--- config.mk ---
export PLATFORM = sky130hd
export DESIGN_NAME = fetch_sequencer
export DESIGN_NICKNAME = d
export VERILOG_FILES = /design/src/rtl/fetch_sequencer_pkg.sv /design/src/rtl/fetch_pc_counter.sv /design/src/rtl/fetch_sequencer.sv
export SDC_FILE = /design/constraint.sdc
export NUM_CORES = 1
export LEC_CHECK = 0
export ABC_AREA = 1
export CAP_MARGIN = 20
export CORE_AREA = 4 4 67 69
export CTS_BUF_LIST = sky130_fd_sc_hd__clkbuf_2
export CTS_CLUSTER_DIAMETER = 30
export DETAILED_ROUTE_END_ITERATION = 10
export DIE_AREA = 0 0 71 73
export GPL_ROUTABILITY_DRIVEN = 0
export GPL_TIMING_DRIVEN = 0
export PLACE_DENSITY_LB_ADDON = 0.3
export SETUP_SLACK_MARGIN = 0.1
export SKIP_LAST_GASP = 1
export SLEW_MARGIN = 15
export SYNTH_ARGS = -nofsm -noshare
export SYNTH_HDL_FRONTEND = slang
export SYNTH_SLANG_ARGS = --single-unit
--- constraint.sdc ---
create_clock -name clk -period 3.9 [get_ports clk]
set_input_delay 0.39 -clock clk [delete_from_list [all_inputs] [get_ports clk]]
set_output_delay 0.39 -clock clk [all_outputs]
set_load 0.005 [all_outputs]
--- src/rtl/fetch_sequencer_pkg.sv ---
// Shared definitions for the instruction-fetch sequencer and the datapath it feeds.
// Holds the sequencer state encoding, the default address width and pipeline depth
// shared with the datapath top, and the bit positions of the instruction fields.
package fetch_sequencer_pkg;

    // Width of the ROM address bus `dir`.
    localparam int ADDR_W_DEF     = 7;
    // Register stages between an issue and its memory write (ROM buffer + ALU buffer).
    localparam int PIPE_DEPTH_DEF = 2;
    // Issued-instruction counter width; must hold 2^ADDR_W_DEF.
    localparam int CNT_W_DEF      = 8;

    // Instruction word layout as decoded by the downstream datapath.
    localparam int INSTR_W  = 32;
    localparam int DEST_MSB = 31;
    localparam int DEST_LSB = 25;
    localparam int SEL_MSB  = 24;
    localparam int SEL_LSB  = 22;
    localparam int A_MSB    = 21;
    localparam int A_LSB    = 11;
    localparam int B_MSB    = 10;
    localparam int B_LSB    = 0;

    // Sequencer control states.
    typedef enum logic [1:0] {
        IDLE  = 2'd0,
        RUN   = 2'd1,
        DRAIN = 2'd2
    } fetch_state_e;

endpackage

--- src/rtl/fetch_pc_counter.sv ---
// Program counter for the fetch sequencer.
// Loadable, enable-gated counter that wraps modulo 2^ADDR_W, together with a
// captured end address and a registered flag that is high while pc equals it.
// Ports:
//   clk, rst   - rising-edge clock, synchronous active-high reset
//   load       - load pc with load_addr and capture load_end
//   load_addr  - value loaded into pc
//   load_end   - inclusive end address captured on load
//   inc        - advance pc by one (wrapping); ignored while load is high
//   pc         - current program counter
//   at_end     - high while pc equals the captured end address
module fetch_pc_counter #(
    parameter int ADDR_W = 7
) (
    input  logic              clk,
    input  logic              rst,
    input  logic              load,
    input  logic [ADDR_W-1:0] load_addr,
    input  logic [ADDR_W-1:0] load_end,
    input  logic              inc,
    output logic [ADDR_W-1:0] pc,
    output logic              at_end
);

    logic [ADDR_W-1:0] pc_r;
    logic [ADDR_W-1:0] end_r;
    logic              at_end_r;
    logic [ADDR_W-1:0] pc_inc_s;

    // Natural overflow of the ADDR_W-bit sum gives the modulo-2^ADDR_W wrap.
    assign pc_inc_s = pc_r + ADDR_W'(1);

    // pc, end address and the precomputed end-match flag; the flag is
    // evaluated against the next pc so it is valid in the same cycle as pc.
    always_ff @(posedge clk) begin
        if (rst) begin
            pc_r     <= '0;
            end_r    <= '0;
            at_end_r <= 1'b0;
        end else if (load) begin
            pc_r     <= load_addr;
            end_r    <= load_end;
            at_end_r <= (load_addr == load_end);
        end else if (inc) begin
            pc_r     <= pc_inc_s;
            at_end_r <= (pc_inc_s == end_r);
        end else begin
            pc_r     <= pc_r;
            end_r    <= end_r;
            at_end_r <= at_end_r;
        end
    end

    assign pc     = pc_r;
    assign at_end = at_end_r;

endmodule

--- src/rtl/fetch_sequencer.sv ---
// Instruction-fetch sequencer feeding the ROM -> ALU -> memory datapath.
// Issues ROM addresses from start_addr to end_addr (inclusive, wrapping),
// honours stall and single-step, then waits PIPE_DEPTH cycles for the last
// write to land before pulsing done.
// Ports:
//   clk, rst    - rising-edge clock, synchronous active-high reset
//   start       - begin a run (only looked at in IDLE)
//   start_addr  - first address, captured on start
//   end_addr    - last address (inclusive), captured on start
//   step_mode   - issue only on step pulses, captured on start
//   step        - single-step request (one issue per high cycle)
//   stall       - suppress issue this cycle
//   dir         - registered ROM address
//   en          - registered issue valid for dir
//   busy        - high in RUN and DRAIN
//   done        - one-cycle pulse at the end of DRAIN
//   count       - instructions issued in the current or last run
module fetch_sequencer
    import fetch_sequencer_pkg::*;
#(
    parameter int ADDR_W     = ADDR_W_DEF,
    parameter int PIPE_DEPTH = PIPE_DEPTH_DEF,
    parameter int CNT_W      = CNT_W_DEF
) (
    input  logic              clk,
    input  logic              rst,
    input  logic              start,
    input  logic [ADDR_W-1:0] start_addr,
    input  logic [ADDR_W-1:0] end_addr,
    input  logic              step_mode,
    input  logic              step,
    input  logic              stall,
    output logic [ADDR_W-1:0] dir,
    output logic              en,
    output logic              busy,
    output logic              done,
    output logic [CNT_W-1:0]  count
);

    localparam int DRAIN_W = $clog2(PIPE_DEPTH + 1);

    fetch_state_e      state_r;
    fetch_state_e      state_nxt_s;

    logic [ADDR_W-1:0]  dir_r;
    logic [ADDR_W-1:0]  dir_nxt_s;
    logic               en_r;
    logic               en_nxt_s;
    logic               busy_r;
    logic               busy_nxt_s;
    logic               done_r;
    logic               done_nxt_s;
    logic [CNT_W-1:0]   count_r;
    logic [CNT_W-1:0]   count_nxt_s;
    logic [DRAIN_W-1:0] drain_r;
    logic [DRAIN_W-1:0] drain_nxt_s;
    logic               step_mode_r;
    logic               step_mode_nxt_s;

    logic               pc_load_s;
    logic               pc_inc_s;
    logic [ADDR_W-1:0]  pc_s;
    logic               at_end_s;
    logic               issue_s;

    fetch_pc_counter #(
        .ADDR_W (ADDR_W)
    ) u_pc (
        .clk       (clk),
        .rst       (rst),
        .load      (pc_load_s),
        .load_addr (start_addr),
        .load_end  (end_addr),
        .inc       (pc_inc_s),
        .pc        (pc_s),
        .at_end    (at_end_s)
    );

    // In free-run mode step is ignored; in step mode every high step cycle issues.
    assign issue_s = !stall && (!step_mode_r || step);

    // FSM state register.
    always_ff @(posedge clk) begin
        if (rst) begin
            state_r <= IDLE;
        end else begin
            state_r <= state_nxt_s;
        end
    end

    // Next-state and next-output logic; every output is registered below.
    always_comb begin
        state_nxt_s     = state_r;
        dir_nxt_s       = dir_r;
        en_nxt_s        = 1'b0;
        busy_nxt_s      = busy_r;
        done_nxt_s      = 1'b0;
        count_nxt_s     = count_r;
        drain_nxt_s     = drain_r;
        step_mode_nxt_s = step_mode_r;
        pc_load_s       = 1'b0;
        pc_inc_s        = 1'b0;

        case (state_r)
            IDLE: begin
                if (start) begin
                    state_nxt_s     = RUN;
                    busy_nxt_s      = 1'b1;
                    count_nxt_s     = '0;
                    step_mode_nxt_s = step_mode;
                    pc_load_s       = 1'b1;
                end else begin
                    state_nxt_s = IDLE;
                end
            end
            RUN: begin
                if (issue_s) begin
                    dir_nxt_s   = pc_s;
                    en_nxt_s    = 1'b1;
                    count_nxt_s = count_r + CNT_W'(1);
                    if (at_end_s) begin
                        state_nxt_s = DRAIN;
                        drain_nxt_s = DRAIN_W'(PIPE_DEPTH);
                    end else begin
                        pc_inc_s = 1'b1;
                    end
                end else begin
                    en_nxt_s = 1'b0;
                end
            end
            DRAIN: begin
                // The last issue's write lands PIPE_DEPTH edges after it left;
                // done is raised on that edge and busy drops with it.
                if (drain_r <= DRAIN_W'(1)) begin
                    state_nxt_s = IDLE;
                    drain_nxt_s = '0;
                    done_nxt_s  = 1'b1;
                    busy_nxt_s  = 1'b0;
                end else begin
                    drain_nxt_s = drain_r - DRAIN_W'(1);
                end
            end
            default: begin
                state_nxt_s = IDLE;
                busy_nxt_s  = 1'b0;
                drain_nxt_s = '0;
            end
        endcase
    end

    // Registered outputs and run context.
    always_ff @(posedge clk) begin
        if (rst) begin
            dir_r       <= '0;
            en_r        <= 1'b0;
            busy_r      <= 1'b0;
            done_r      <= 1'b0;
            count_r     <= '0;
            drain_r     <= '0;
            step_mode_r <= 1'b0;
        end else begin
            dir_r       <= dir_nxt_s;
            en_r        <= en_nxt_s;
            busy_r      <= busy_nxt_s;
            done_r      <= done_nxt_s;
            count_r     <= count_nxt_s;
            drain_r     <= drain_nxt_s;
            step_mode_r <= step_mode_nxt_s;
        end
    end

    assign dir   = dir_r;
    assign en    = en_r;
    assign busy  = busy_r;
    assign done  = done_r;
    assign count = count_r;

endmodule

# --- Yosys cells after proc, flatten, opt, wreduce, memory -nomap -nowiden ---
# Index checks and enable logic that the tools add are counted.
word_totals:
  inputBits: 20
  out_inout_bits: 18
  wordCells: 65
  reg_bits: 38
classes:
  n_mux: 24
  order_cmp: 1
  reduce_logical: 15
  addsub: 3
  eq_ne: 8
  bitwise: 3
ops:
  columns: ["op", "n"]
  rows:
  - ["$mux 8", 2]
  - ["$pmux 8 s2", 1]
  - ["$eq 7x7->1", 2]
  - ["$mux 7", 2]
  - ["$mux 1", 12]
  - ["$pmux 2 s3", 2]
  - ["$reduce_and 3->1", 4]
  - ["$add 8x1->8 const B", 1]
  - ["$mux 2", 4]
  - ["$add 7x1->7 const B", 1]
  - ["$ne 2x2->1 const B", 3]
  - ["$reduce_and 2->1", 2]
  - ["$reduce_bool 2->1", 2]
  - ["$reduce_or 2->1", 2]
  - ["$not 1->1", 3]
  - ["$pmux 1 s3", 1]
  - ["$eq 2x1->1 const B", 1]
  - ["$eq 2x2->1 const B", 1]
  - ["$le 2x1->1 const B", 1]
  - ["$logic_not 1->1", 2]
  - ["$logic_not 2->1", 1]
  - ["$ne 2x1->1 const B", 1]
  - ["$sub 2x1->2 const B", 1]
  - ["$logic_and 1x1->1", 1]
  - ["$logic_or 1x1->1", 1]

# --- Logic depth before layout (Yosys ltp) ---
# Gate-level depths: netlist (run 1).
logic_depth:
  ltp_word: 7
  mapped_depth: 12
  depth_no_buf: 12

# --- By module ---
# A second synthesis (run 1) with hierarchy kept.
hier_totals:
  hier_cells: 319
  hier_area_um2: 2073.2
by_module_without_submodules:
  columns: ["mod", "seq_area_each_um2", "n_inst", "area_each_um2", "cells_per_inst"]
  rows:
  - ["fetch_sequencer", 460.4, 1, 1091.0, 159]
  - ["fetch_pc_counter", 300.3, 1, 982.2, 160]

# --- Least setup slack after synthesis (run 1) ---
# No wires, ideal clock.
synth_timing:
  path_kind: "flip-flop to flip-flop"
  startpoint: "register state_r[0]"
  endpoint: "register count_r[5] (netlist: count[5])"
  stages_incl_launch_ff: 10
  arrival_time_ns: 1.380
  path_slack_ns: 2.388
  period_less_slack_ns: 1.512
  path_buffers: 0
  required_ns: 3.768
  setup_time_ns: 0.132
  path_cell_list: "dfxtp_1 -> inv_1 -> ha_1 -> nand2_2 -> o21ai_0 -> nand2_1 -> clkinv_1 -> nand4_1 -> xor2_1 -> nor2_1"
synth_via:
  elab_chain_len: 3
  word_cells_on_any_way: 7
  cone_classes: "eq/ne (3); mux (1); reduce/logical (3)"
synth_lines:
  columns: ["item", "line", "source"]
  rows:
  - ["start, declared", "fetch_sequencer.sv:42", "fetch_state_e state_r;"]
  - ["start signal, assigned", "fetch_sequencer.sv:87", "state_r <= state_nxt_s;"]
  - ["$eq 2x1->1 / $logic_not 2->1 (equally long branches)", "fetch_sequencer.sv:104", "case (state_r)"]
  - ["$ne 2x2->1 (no line) / $reduce_bool 2->1 (equally long branches)", null, null]
  - ["$reduce_and 3->1 (no line)", null, null]
  - ["end signal, assigned", "fetch_sequencer.sv:166", "count_r <= count_nxt_s;"]
  - ["end, declared", "fetch_sequencer.sv:53", "logic [CNT_W-1:0] count_r;"]
# Several ways; a longest one is shown, not always the timed one.
# A chain may end at the register's enable or synchronous reset.

# --- Final worst setup path (run 1) ---
layout_timing:
  startpoint: "register state_r[0]"
  endpoint: "register u_pc.pc_r[6] (netlist: u_pc.pc[6])"
layout_via:
  elab_chain_len: 3
  word_cells_on_any_way: 6
  cone_classes: "eq/ne (1); mux (3); reduce/logical (2)"
layout_lines:
  columns: ["item", "line", "source"]
  rows:
  - ["$eq 2x1->1 / $logic_not 2->1 (equally long branches)", "fetch_sequencer.sv:104", null]
  - ["$mux 1", "fetch_sequencer.sv:104", null]
  - ["$reduce_bool 2->1 (no line) / $mux 7 (equally long branches)", null, null]
  - ["end signal, assigned", "fetch_pc_counter.sv:41", "pc_r <= load_addr;"]
  - ["end signal, assigned", "fetch_pc_counter.sv:45", "pc_r <= pc_inc_s;"]
  - ["end signal, assigned", "fetch_pc_counter.sv:48", "pc_r <= pc_r;"]
  - ["end, declared", "fetch_pc_counter.sv:25", "logic [ADDR_W-1:0] pc_r;"]
# Several ways; a longest one is shown, not always the timed one.

==> results.json, run 1 <==
{
  "power_mw": 1.252,
  "crit_path_top_delay_cell": "nor2_1",
  "root_buffer": "clkbuf_2",
  "wl_per_cell_um": 11.73,
  "rrSetupSlack_ns": 2.02,
  "ant_nets": 0,
  "final_layout_size_suffix_gt1_share_pct": 4.908,
  "slowest_delay_ns": 0.42,
  "slew_violations": 0,
  "grt_use_total_pct": 17.83,
  "top_usage_layer": "met2",
  "setup_tns_ns": 0,
  "synthDistinctLibCells": 28,
  "worstSkewPairLatency_ns": 0.41,
  "cp.required_ns": 4.23,
  "grt_use_met3_pct": 4.545,
  "htreeDepth": 2,
  "ctsHoldBuffers": 0,
  "grt_max_degree": 13,
  "drtIter0Drc": 81,
  "num_vias": 1897,
  "finalClockSkew_ns": 0.02872,
  "grt_pass1_wl_mm": 7.431,
  "syn_area_per_cell_um2": 6.837,
  "cp-start-kind": "flip-flop",
  "cp_common_cell": "inv_1",
  "crit_chain": "inv_1 > ha_1 > nand2_2 > inv_1 > buf_2 > nor2_1 > nand2_1 > a31oi_1",
  "cts.path.max_buffers": 2,
  "rsz0062_at_grt": "no",
  "die_w_um": 71,
  "dieArea_um2": 5183,
  "path_class": "flip-flop to flip-flop",
  "fillers": 397,
  "hpwlAfterDp_mm": 3.355,
  "grt_remaining_overflow": 0,
  "synth_fp_nets": 307,
  "setup-violations-final": 0,
  "synth_cells": 282,
  "period_minus_slack_ns": 1.882,
  "row_count": 23,
  "use_met1_pct": 22.29,
  "outcome": "finished clean",
  "fmax_mhz": 531.3,
  "diodes": 0,
  "ys_seq_area_share_pct": 39.45,
  "clk_pin_slew_worst_paths_ns": 0.22,
  "endpoint_kind": "flip-flop",
  "start_util_pct": 49.26,
  "path_max_fanout": 10,
  "grt_antenna_before_repair": 0,
  "port_buffers": 36,
  "vias_per_cell": 5.045,
  "relSlewSlack_pct": 58.15,
  "clkSinkCount": 38,
  "cts_buffers": 5,
  "post_cts_buffers": 0,
  "finalHoldViolations": 0,
  "period_share_pct": 48.26,
  "ys_ff_latch": 38,
  "totalWireLength_mm": 4.412,
  "tightest_slew_ns": 0.6212,
  "leakage_nw": 0.9854,
  "p_per_area_nw_per_um2": 513.0,
  "grt_use_met2_pct": 29.56,
  "core_um2": 3914,
  "drc": 0,
  "nNetsFinal": 350,
  "grt_pass1_vias": 1750,
  "peakVddDrop_mv": 0.2802,
  "cts_resized": 0,
  "fp.dieH_um": 73,
  "io_pins": 38,
  "crit_arrival_ns": 2.21,
  "dr.pass1.iters": 4,
  "cts_tree": "built",
  "area_growth_pct": 26.54,
  "yosys_warnings": 0,
  "worstHoldPathType": "primary input to flip-flop",
  "cap_violations": 0,
  "syn_area_um2": 1928
}
## layer usage
metal  up-vias  share of wire [%]
met5         -                  0
met4         0                1.6
met3         7                4.6
met2        43                 46
met1       846                 47
li1       1001                  -
## critical path, delay by kind of cell (launching register included)
kind | cells | cell delay, ns
AOI/OAI and AO/OA | 1 | 0.20
adders and majority gates | 1 | 0.23
buffers and inverters | 3 | 0.34
DFF | 1 | 0.37
and+or+nand+nor | 3 | 0.68
## power breakdown
group	total, mW	switching (mW)	internal (mW)
Clock	0.306	0.135	0.171
Sequential	0.505	0.0499	0.455
Combinational	0.441	0.275	0.166
Total	1.25	0.460	0.792
## layout by cell type (no fill, tap or decap)
cell type	instances
or2_2	2
nand4_1	4
a21oi_2	1
buf_2	3
clkbuf_1	4
clkinv_1	3
inv_1	31
nand3b_1	1
clkdlybuf4s50_1	36
nor2_4	1
xnor2_1	3
a31oi_1	5
a221oi_1	1
o211a_1	1
xor2_1	4
clkbuf_2	5
a21oi_1	21
bufinv_16	2
ha_1	5
o21ai_0	17
nor3b_1	1
dfxtp_1	38
nand2_4	1
o21bai_1	1
a211oi_1	3
nand2_1	75
nor3_1	4
nand3_1	23
nand2_2	1
a21o_1	1
nor2_1	28
## state kept, by name (all words and copies together), names as in the netlist
register and flops:
count 8, dir 7, u_pc.end_r 7, u_pc.pc 7, drain_r 2, state_r 2
busy 1, done 1, en 1, step_mode_r 1, u_pc.at_end 1
## final cells by class
class	instances	area, um^2	share of cell area [%]
buffer	7	30.03	1.231
clock buffer	5	25.02	1.026
clock inverter	3	63.81	2.615
inverter	33	123.9	5.077
multi-input combinational	204	1013	41.54
sequential	38	760.7	31.18
tap	50	62.56	2.564
timing repair buffer	36	360.3	14.77
## kinds of logic (layout without fill, tap and decap cells)
group           Yosys count  count (layout)  share of synthesized area (%)
compound gates           51              51                          14.86
xor+xnor                  7               7                          3.180
fa+ha+maj                 5               5                          3.245
buf+inv                  40              84                          7.981
flops                    38              38                          39.45
simple gates            141             141                          31.28
## cells in the mapped netlist
master / number / share of area, %
a221oi_1: 1 / 0.45
inv_1: 31 / 6.0
o21bai_1: 1 / 0.39
a21oi_1: 21 / 5.5
buf_2: 3 / 0.78
xor2_1: 4 / 1.8
nand4_1: 4 / 1.3
or2_2: 2 / 0.65
nor2_1: 28 / 5.5
a211oi_1: 3 / 1.2
clkbuf_1: 4 / 0.78
o211a_1: 1 / 0.52
nand2_1: 75 / 15
nand2_4: 1 / 0.58
nor3_1: 4 / 1.0
nand3_1: 23 / 6.0
nand3b_1: 1 / 0.39
ha_1: 5 / 3.2
nand2_2: 1 / 0.32
nor2_4: 1 / 0.58
nor3b_1: 1 / 0.39
a31oi_1: 5 / 1.6
xnor2_1: 3 / 1.4
o21ai_0: 17 / 4.4
clkinv_1: 2 / 0.39
a21oi_2: 1 / 0.45
a21o_1: 1 / 0.39
dfxtp_1: 38 / 39
## path summary, 6_finish.rpt
kind	from	end	depth (start not counted)
worst max-delay path	state_r[0]	u_pc.pc[6]	8
worst min-delay path	rst	count[7]	2
worst max register to register	state_r[0]	u_pc.pc[6]	8
worst min register to register	drain_r[1]	done	1
## stage by stage
| step | utilization [%] | setup slack [ns] | cells | area (um^2) | hold slack, ns |
|---|---|---|---|---|---|
| 2_1_floorplan | - | 2.388 | 282 | 1928 | 0.4266 |
| 3_3_place_gp | 60.07 | 1.876 | 368 | 2351 | 0.4494 |
| 3_5_place_dp | 60.07 | 1.837 | 368 | 2351 | 0.4514 |
| 4_1_cts | 62.34 | 2.035 | 376 | 2440 | 0.2578 |
| 5_1_grt | 62.34 | 1.836 | 376 | 2440 | 0.2698 |
| 6_report | 62.34 | 2.018 | 376 | 2440 | 0.2592 |
(Power assumes the default switching activity.)
==> run 2: changes to the inputs <==
==> constraint.sdc (replaced) <==
create_clock -name clk -period 1.9 [get_ports clk]
set_input_delay 0.19 -clock clk [delete_from_list [all_inputs] [get_ports clk]]
set_output_delay 0.19 -clock clk [all_outputs]
set_load 0.005 [all_outputs]
==> results.json, run 2 (same netlist as run 1, synthesis figures left out) <==
{
  "outcome": "finished clean",
  "fp.dieH_um": 73,
  "rrSetupSlack_ns": 0.24,
  "hpwlAfterDp_mm": 3.355,
  "drtIter0Drc": 101,
  "grt_pass1_vias": 1750,
  "endpoint_kind": "flip-flop",
  "whs_ns": 0.05886,
  "path_class": "flip-flop to flip-flop",
  "setup_tns_ns": 0,
  "cts_buffers": 5,
  "rsz0062_at_grt": "yes",
  "mostFrequentLayoutCell": "nand2_1",
  "period_minus_slack_ns": 1.659,
  "worst-path-buf-inv": 0,
  "totalWireLength_mm": 4.465,
  "slowest_delay_ns": 0.47,
  "worstSkewPairLatency_ns": 0.41,
  "final_layout_size_suffix_gt1_share_pct": 6.402,
  "vias_per_cell": 5.053,
  "drc": 0,
  "grt_pass1_wl_mm": 7.431,
  "cp-start-kind": "flip-flop",
  "num_vias": 1910,
  "core_um2": 3914,
  "min_path_cells": 2,
  "setup-violations-final": 0,
  "layout_common_cells": "nand2_1 (74), dfxtp_1 (38), clkdlybuf4s50_1 (36)",
  "cts_tree": "built",
  "tightest_slew_ns": 0.6280,
  "cp_common_cell": "nand2_1",
  "die_w_um": 71,
  "crit_chain": "ha_1 > nand2_4 > o21bai_1 > nand3_1 > nand2_1 > nand2_1 > nor2_1 > nand2_1 > a21oi_2",
  "worstReg2RegEnd": "u_pc.at_end",
  "finalClockSkew_ns": 0.03182,
  "path_max_fanout": 6,
  "worstHoldPathType": "primary input to flip-flop",
  "cp.required_ns": 2.24,
  "root_buffer": "clkbuf_2",
  "grt_remaining_overflow": 0,
  "diodes": 0,
  "io_pins": 38,
  "leakage_nw": 0.9881,
  "period_share_pct": 87.30,
  "slew_violations": 0,
  "crit_path_top_delay_cell": "dfxtp_1",
  "worst_slack_ns": 0.2412,
  "grt_max_degree": 13,
  "r2r_cells": 9,
  "rr_startpoint": "u_pc.pc[1]",
  "fin_util_pct": 63.01,
  "crit_start": "u_pc.pc[1]",
  "dr.pass1.iters": 6,
  "clkSinkCount": 38,
  "post-place-ws_ns": 0.03703,
  "relSlewSlack_pct": 57.69,
  "row_count": 23,
  "grt_antenna_before_repair": 0,
  "peakVddDrop_mv": 0.5956,
  "dieArea_um2": 5183,
  "port_buffers": 36,
  "ctsHoldBuffers": 0,
  "cap_violations": 0,
  "grt_use_total_pct": 17.83,
  "cts.path.max_buffers": 2,
  "ant_nets": 0,
  "hp-start": "rst",
  "finalHoldViolations": 0,
  "htreeDepth": 2,
  "start_util_pct": 49.26,
  "fmax_mhz": 602.9,
  "p_per_area_nw_per_um2": 1061,
  "area_growth_pct": 27.90,
  "largest_register_ff_count": 8,
  "clk_pin_slew_worst_paths_ns": 0.23,
  "critPathTopFamily": "simple AND/OR/NAND/NOR gates",
  "nNetsFinal": 352,
  "crit_arrival_ns": 2.00,
  "wl_per_cell_um": 11.81,
  "min_to": "count[7]"
}
[run 2: cell count changes in the layout (fill, tap and decap cells not counted)]
cell        delta
nor2_1         -1
clkinv_1       -1
clkinvlp_4     +1
nor2_4         +1
buf_4          +1
clkinvlp_2     +1
nand2_1        -1
nand2_2        +1
[run 2: cell type report]
class | instances | area (um^2)
repair inverters | 1 | 5.005
repair buffers | 37 | 367.9
multi-input cells | 204 | 1023
flip-flops and latches | 38 | 760.7
fillers | 391 | 1448
plain buffers | 7 | 30.03
well taps | 50 | 62.56
clock inverters | 3 | 63.81
inverters | 33 | 127.6
clock buffers | 5 | 25.02
[run 2: worst register-to-register path, stage by stage (launching register included)]
cell,delay [ns]
dfxtp_1,0.47
ha_1,0.25
nand2_4,0.09
o21bai_1,0.27
nand3_1,0.11
nand2_1,0.08
nand2_1,0.05
nor2_1,0.09
nand2_1,0.07
a21oi_2,0.10
[run 2: timing repair]
item	in CTS	in global routing
setup endpoints to repair	5	10
resized for setup	1	3
buffers inserted	0	1
pin swaps	0	2
cloned	0	1
[run 2: metrics by stage]
step | area [um^2] | power [mW] | instances
floorplan | 1928 | 1.665 | 282
global placement | 2351 | 1.922 | 368
detailed placement | 2351 | 1.948 | 368
CTS | 2442 | 2.576 | 376
global route | 2466 | 2.795 | 378
finish | 2466 | 2.616 | 378
[run 2: power by group]
part,internal [mW],switching [mW]
Clock,0.350,0.276
Combinational,0.363,0.589
Sequential,0.934,0.103
Total,1.65,0.969
[run 2: per-layer routing]
metal / part of all wire (%) / GRT usage [%]
met1: 47 / 22.29
met2: 46 / 29.56
met3: 5.3 / 4.545
met4: 1.6 / 6.889
met5: 0 / 0
[run 2: worst max path at each step]
stage / endpoint / slack (ns) / cells after the start
floorplan: count[5] / 0.39 / 9
global placement: u_pc.pc[5] / 0.08 / 7
detailed placement: u_pc.pc[6] / 0.04 / 7
CTS: count[5] / 0.14 / 9
global route: count[3] / 0.07 / 9
finish: u_pc.at_end / 0.24 / 9
==> run 3: changes to the inputs <==
--- a/config.mk
+++ b/config.mk
@@ -7,17 +7,19 @@
 export LEC_CHECK = 0
 export ABC_AREA = 1
 export CAP_MARGIN = 20
-export CORE_AREA = 4 4 67 69
+export CORE_AREA = 4 4 69 71
 export CTS_BUF_LIST = sky130_fd_sc_hd__clkbuf_2
 export CTS_CLUSTER_DIAMETER = 30
 export DETAILED_ROUTE_END_ITERATION = 10
-export DIE_AREA = 0 0 71 73
+export DIE_AREA = 0 0 73 75
 export GPL_ROUTABILITY_DRIVEN = 0
 export GPL_TIMING_DRIVEN = 0
 export PLACE_DENSITY_LB_ADDON = 0.3
+export REMOVE_ABC_BUFFERS = 1
 export SETUP_SLACK_MARGIN = 0.1
 export SKIP_LAST_GASP = 1
 export SLEW_MARGIN = 15
 export SYNTH_ARGS = -nofsm -noshare
 export SYNTH_HDL_FRONTEND = slang
+export SYNTH_HIERARCHICAL = 1
 export SYNTH_SLANG_ARGS = --single-unit
==> results.json, run 3 <==
{
  "cts_buffers": 5,
  "finalHoldViolations": 0,
  "worstSkewPairLatency_ns": 0.40,
  "outcome": "finished clean",
  "fillers": 392,
  "grt_use_total_pct": 18.21,
  "clk_pin_slew_worst_paths_ns": 0.19,
  "post-place-ws_ns": -0.4142,
  "grt_remaining_overflow": 0,
  "synth.area.top_cells": "dfxtp_1 (37%), nand2_1 (16%), inv_1 (8.3%)",
  "drc": 0,
  "drtIter0Drc": 107,
  "rsz0062_at_grt": "yes",
  "crit_arrival_ns": 2.08,
  "mostFrequentLayoutCell": "nand2_1",
  "worst_slack_ns": 0.1747,
  "fmax_mhz": 579.6,
  "setup_tns_ns": 0,
  "vias_per_cell": 4.912,
  "largest_register_ff_count": 8,
  "dieArea_um2": 5475,
  "multi_input_area_um2": 1132,
  "diodes": 0,
  "synth_largest_area_cell": "dfxtp_1",
  "port_buffers": 37,
  "cts.path.max_buffers": 2,
  "num_vias": 2068,
  "yosys_warnings": 6,
  "totalWireLength_mm": 4.792,
  "period_share_pct": 90.81,
  "cts_tree": "built",
  "wl_met1_mm": 2.197,
  "path_class": "flip-flop to flip-flop",
  "async_flop_share_pct": 0,
  "synth_cells": 319,
  "htreeDepth": 2,
  "tightest_slew_ns": 0.5773,
  "peakVddDrop_mv": 0.2930,
  "finalClockSkew_ns": 0.01272,
  "netlist_top_cells_count": "nand2_1 (86), inv_1 (46), nor2_1 (41), dfxtp_1 (38), nand3_1 (25)",
  "yosys.area.top_type_share_pct": 36.69,
  "slowest_delay_ns": 0.35,
  "fin_util_pct": 62.53,
  "worstHoldPathType": "primary input to flip-flop",
  "ant_nets": 0,
  "period_minus_slack_ns": 1.725,
  "ys_ff_latch": 38,
  "slew_violations": 0,
  "grt_antenna_before_repair": 0,
  "crit_chain": "inv_1 > ha_2 > nand2_2 > clkinvlp_4 > inv_4 > buf_4 > o21ai_0 > nand3_1 > nor2_1 > nor2_1 > a21oi_2",
  "setup-violations-final": 0,
  "whs_ns": 0.3601,
  "ys_seq_area_share_pct": 36.69,
  "final_layout_size_suffix_gt1_share_pct": 10.84,
  "clkSinkCount": 38,
  "row_count": 24,
  "root_buffer": "clkbuf_2",
  "core_um2": 4234,
  "cp-start-kind": "flip-flop",
  "cp_common_cell": "nor2_1",
  "synth-main-ff-cell": "dfxtp_1",
  "ctsHoldBuffers": 0,
  "dr_wl_met3_um": 266,
  "area.sequential_um2": 763.2,
  "nNetsFinal": 393,
  "dr.pass1.iters": 4,
  "route.met2.wl_mm": 2.267,
  "relSlewSlack_pct": 61.39,
  "grt_pass1_wl_mm": 7.741,
  "synth_edf_count": 0,
  "start_util_pct": 48.97,
  "synthDistinctLibCells": 28,
  "syn_area_um2": 2073,
  "cp.required_ns": 2.25,
  "die_w_um": 73,
  "fp.dieH_um": 75,
  "layout_common_cells": "nand2_1 (85), inv_1 (44), nor2_1 (39)",
  "io_pins": 38,
  "syn_area_per_cell_um2": 6.499,
  "path_max_fanout": 5,
  "worst-path-buf-inv": 4,
  "p_per_area_nw_per_um2": 660.9,
  "endpoint_kind": "flip-flop",
  "area_growth_pct": 27.70,
  "top_layer": "met4",
  "crit_path_top_delay_cell": "dfxtp_1",
  "yosysMostFrequentCell": "nand2_1",
  "grt_max_degree": 17,
  "critPathTopFamily": "buffers and inverters",
  "leakage_nw": 1.134,
  "cap_violations": 0,
  "grt_pass1_vias": 1794,
  "hpwlAfterDp_mm": 3.320,
  "wl_per_cell_um": 11.38
}
## run 3: cell types whose count changed in the layout (fill, tap and decap cells not counted), sizes merged, moves of 3 or more
cell | previous run | this run
o22ai | 0 | 3
o21ai | 17 | 21
xor2 | 4 | 0
nor2 | 29 | 49
nand2 | 77 | 88
clkbuf | 9 | 6
buf | 4 | 9
inv | 31 | 47
a21oi | 22 | 19
## run 3: cell families (layout without fill, tap and decap cells)
logic type | Yosys count | count (layout) | synth area share (%)
AO/OA/AOI/OAI | 52 | 52 | 13.70
XOR/XNOR | 2 | 2 | 0.8451
AND/OR/NAND/NOR | 169 | 169 | 35.12
flip-flops | 38 | 38 | 36.69
adder cells (fa/ha/maj) | 5 | 5 | 3.018
buffers and inverters | 53 | 103 | 10.62
## run 3: path summary, 6_finish.rpt
kind,start,end,slack (ns),cells past startpoint
worst max-delay path,state_r[1],u_pc/at_end,0.17,11
worst min-delay path,end_addr[4],u_pc/end_r[4],0.36,3
worst max register to register,state_r[1],u_pc/at_end,0.17,11
worst min register to register,drain_r[1],done,0.46,1
## run 3: per-layer routing
metal | vias up | global-route usage, %
met3 | 6 | 4.539
met2 | 49 | 31.98
met4 | 0 | 6.557
li1 | 1113 | -
met5 | - | 0
met1 | 900 | 21.53
## run 3: report_power, final
part | switching [mW] | internal (mW) | leakage (nW)
combinational | 0.251 | 0.220 | 0.792
clock | 0.271 | 0.0904 | 0.0304
sequential | 0.0576 | 0.860 | 0.312
total | 0.579 | 1.17 | 1.13
## run 3: cell type report
cell class	count	area share, %
timing repair buffer	46	17.16
timing repair inverter	1	0.1890
inverter	48	7.136
tap	52	2.457
clock inverter	2	0.3308
multi-input combinational	228	42.77
clock buffer	6	1.134
sequential	38	28.83
## run 3: stage by stage
stage	instance area (um^2)	power, mW	instances
after floorplan	2037	1.181	314
after global placement	2472	1.323	403
after detailed placement	2472	1.333	403
after CTS	2566	1.716	415
after global routing	2648	1.852	421
final	2648	1.750	421
## run 3: worst reg2reg max path, cell delays in order, from the launching register on
cell and delay [ns]:
dfxtp_1 0.35, inv_1 0.13, ha_2 0.24, nand2_2 0.10, clkinvlp_4 0.13, inv_4 0.05, buf_4 0.14, o21ai_0 0.14
nand3_1 0.09, nor2_1 0.13, nor2_1 0.06, a21oi_2 0.12
## run 3: what timing repair did
item	in CTS	in global routing
pin swaps	0	2
setup buffers	3	6
gates cloned	1	0
setup endpoints to repair	10	8
resized for setup	8	7
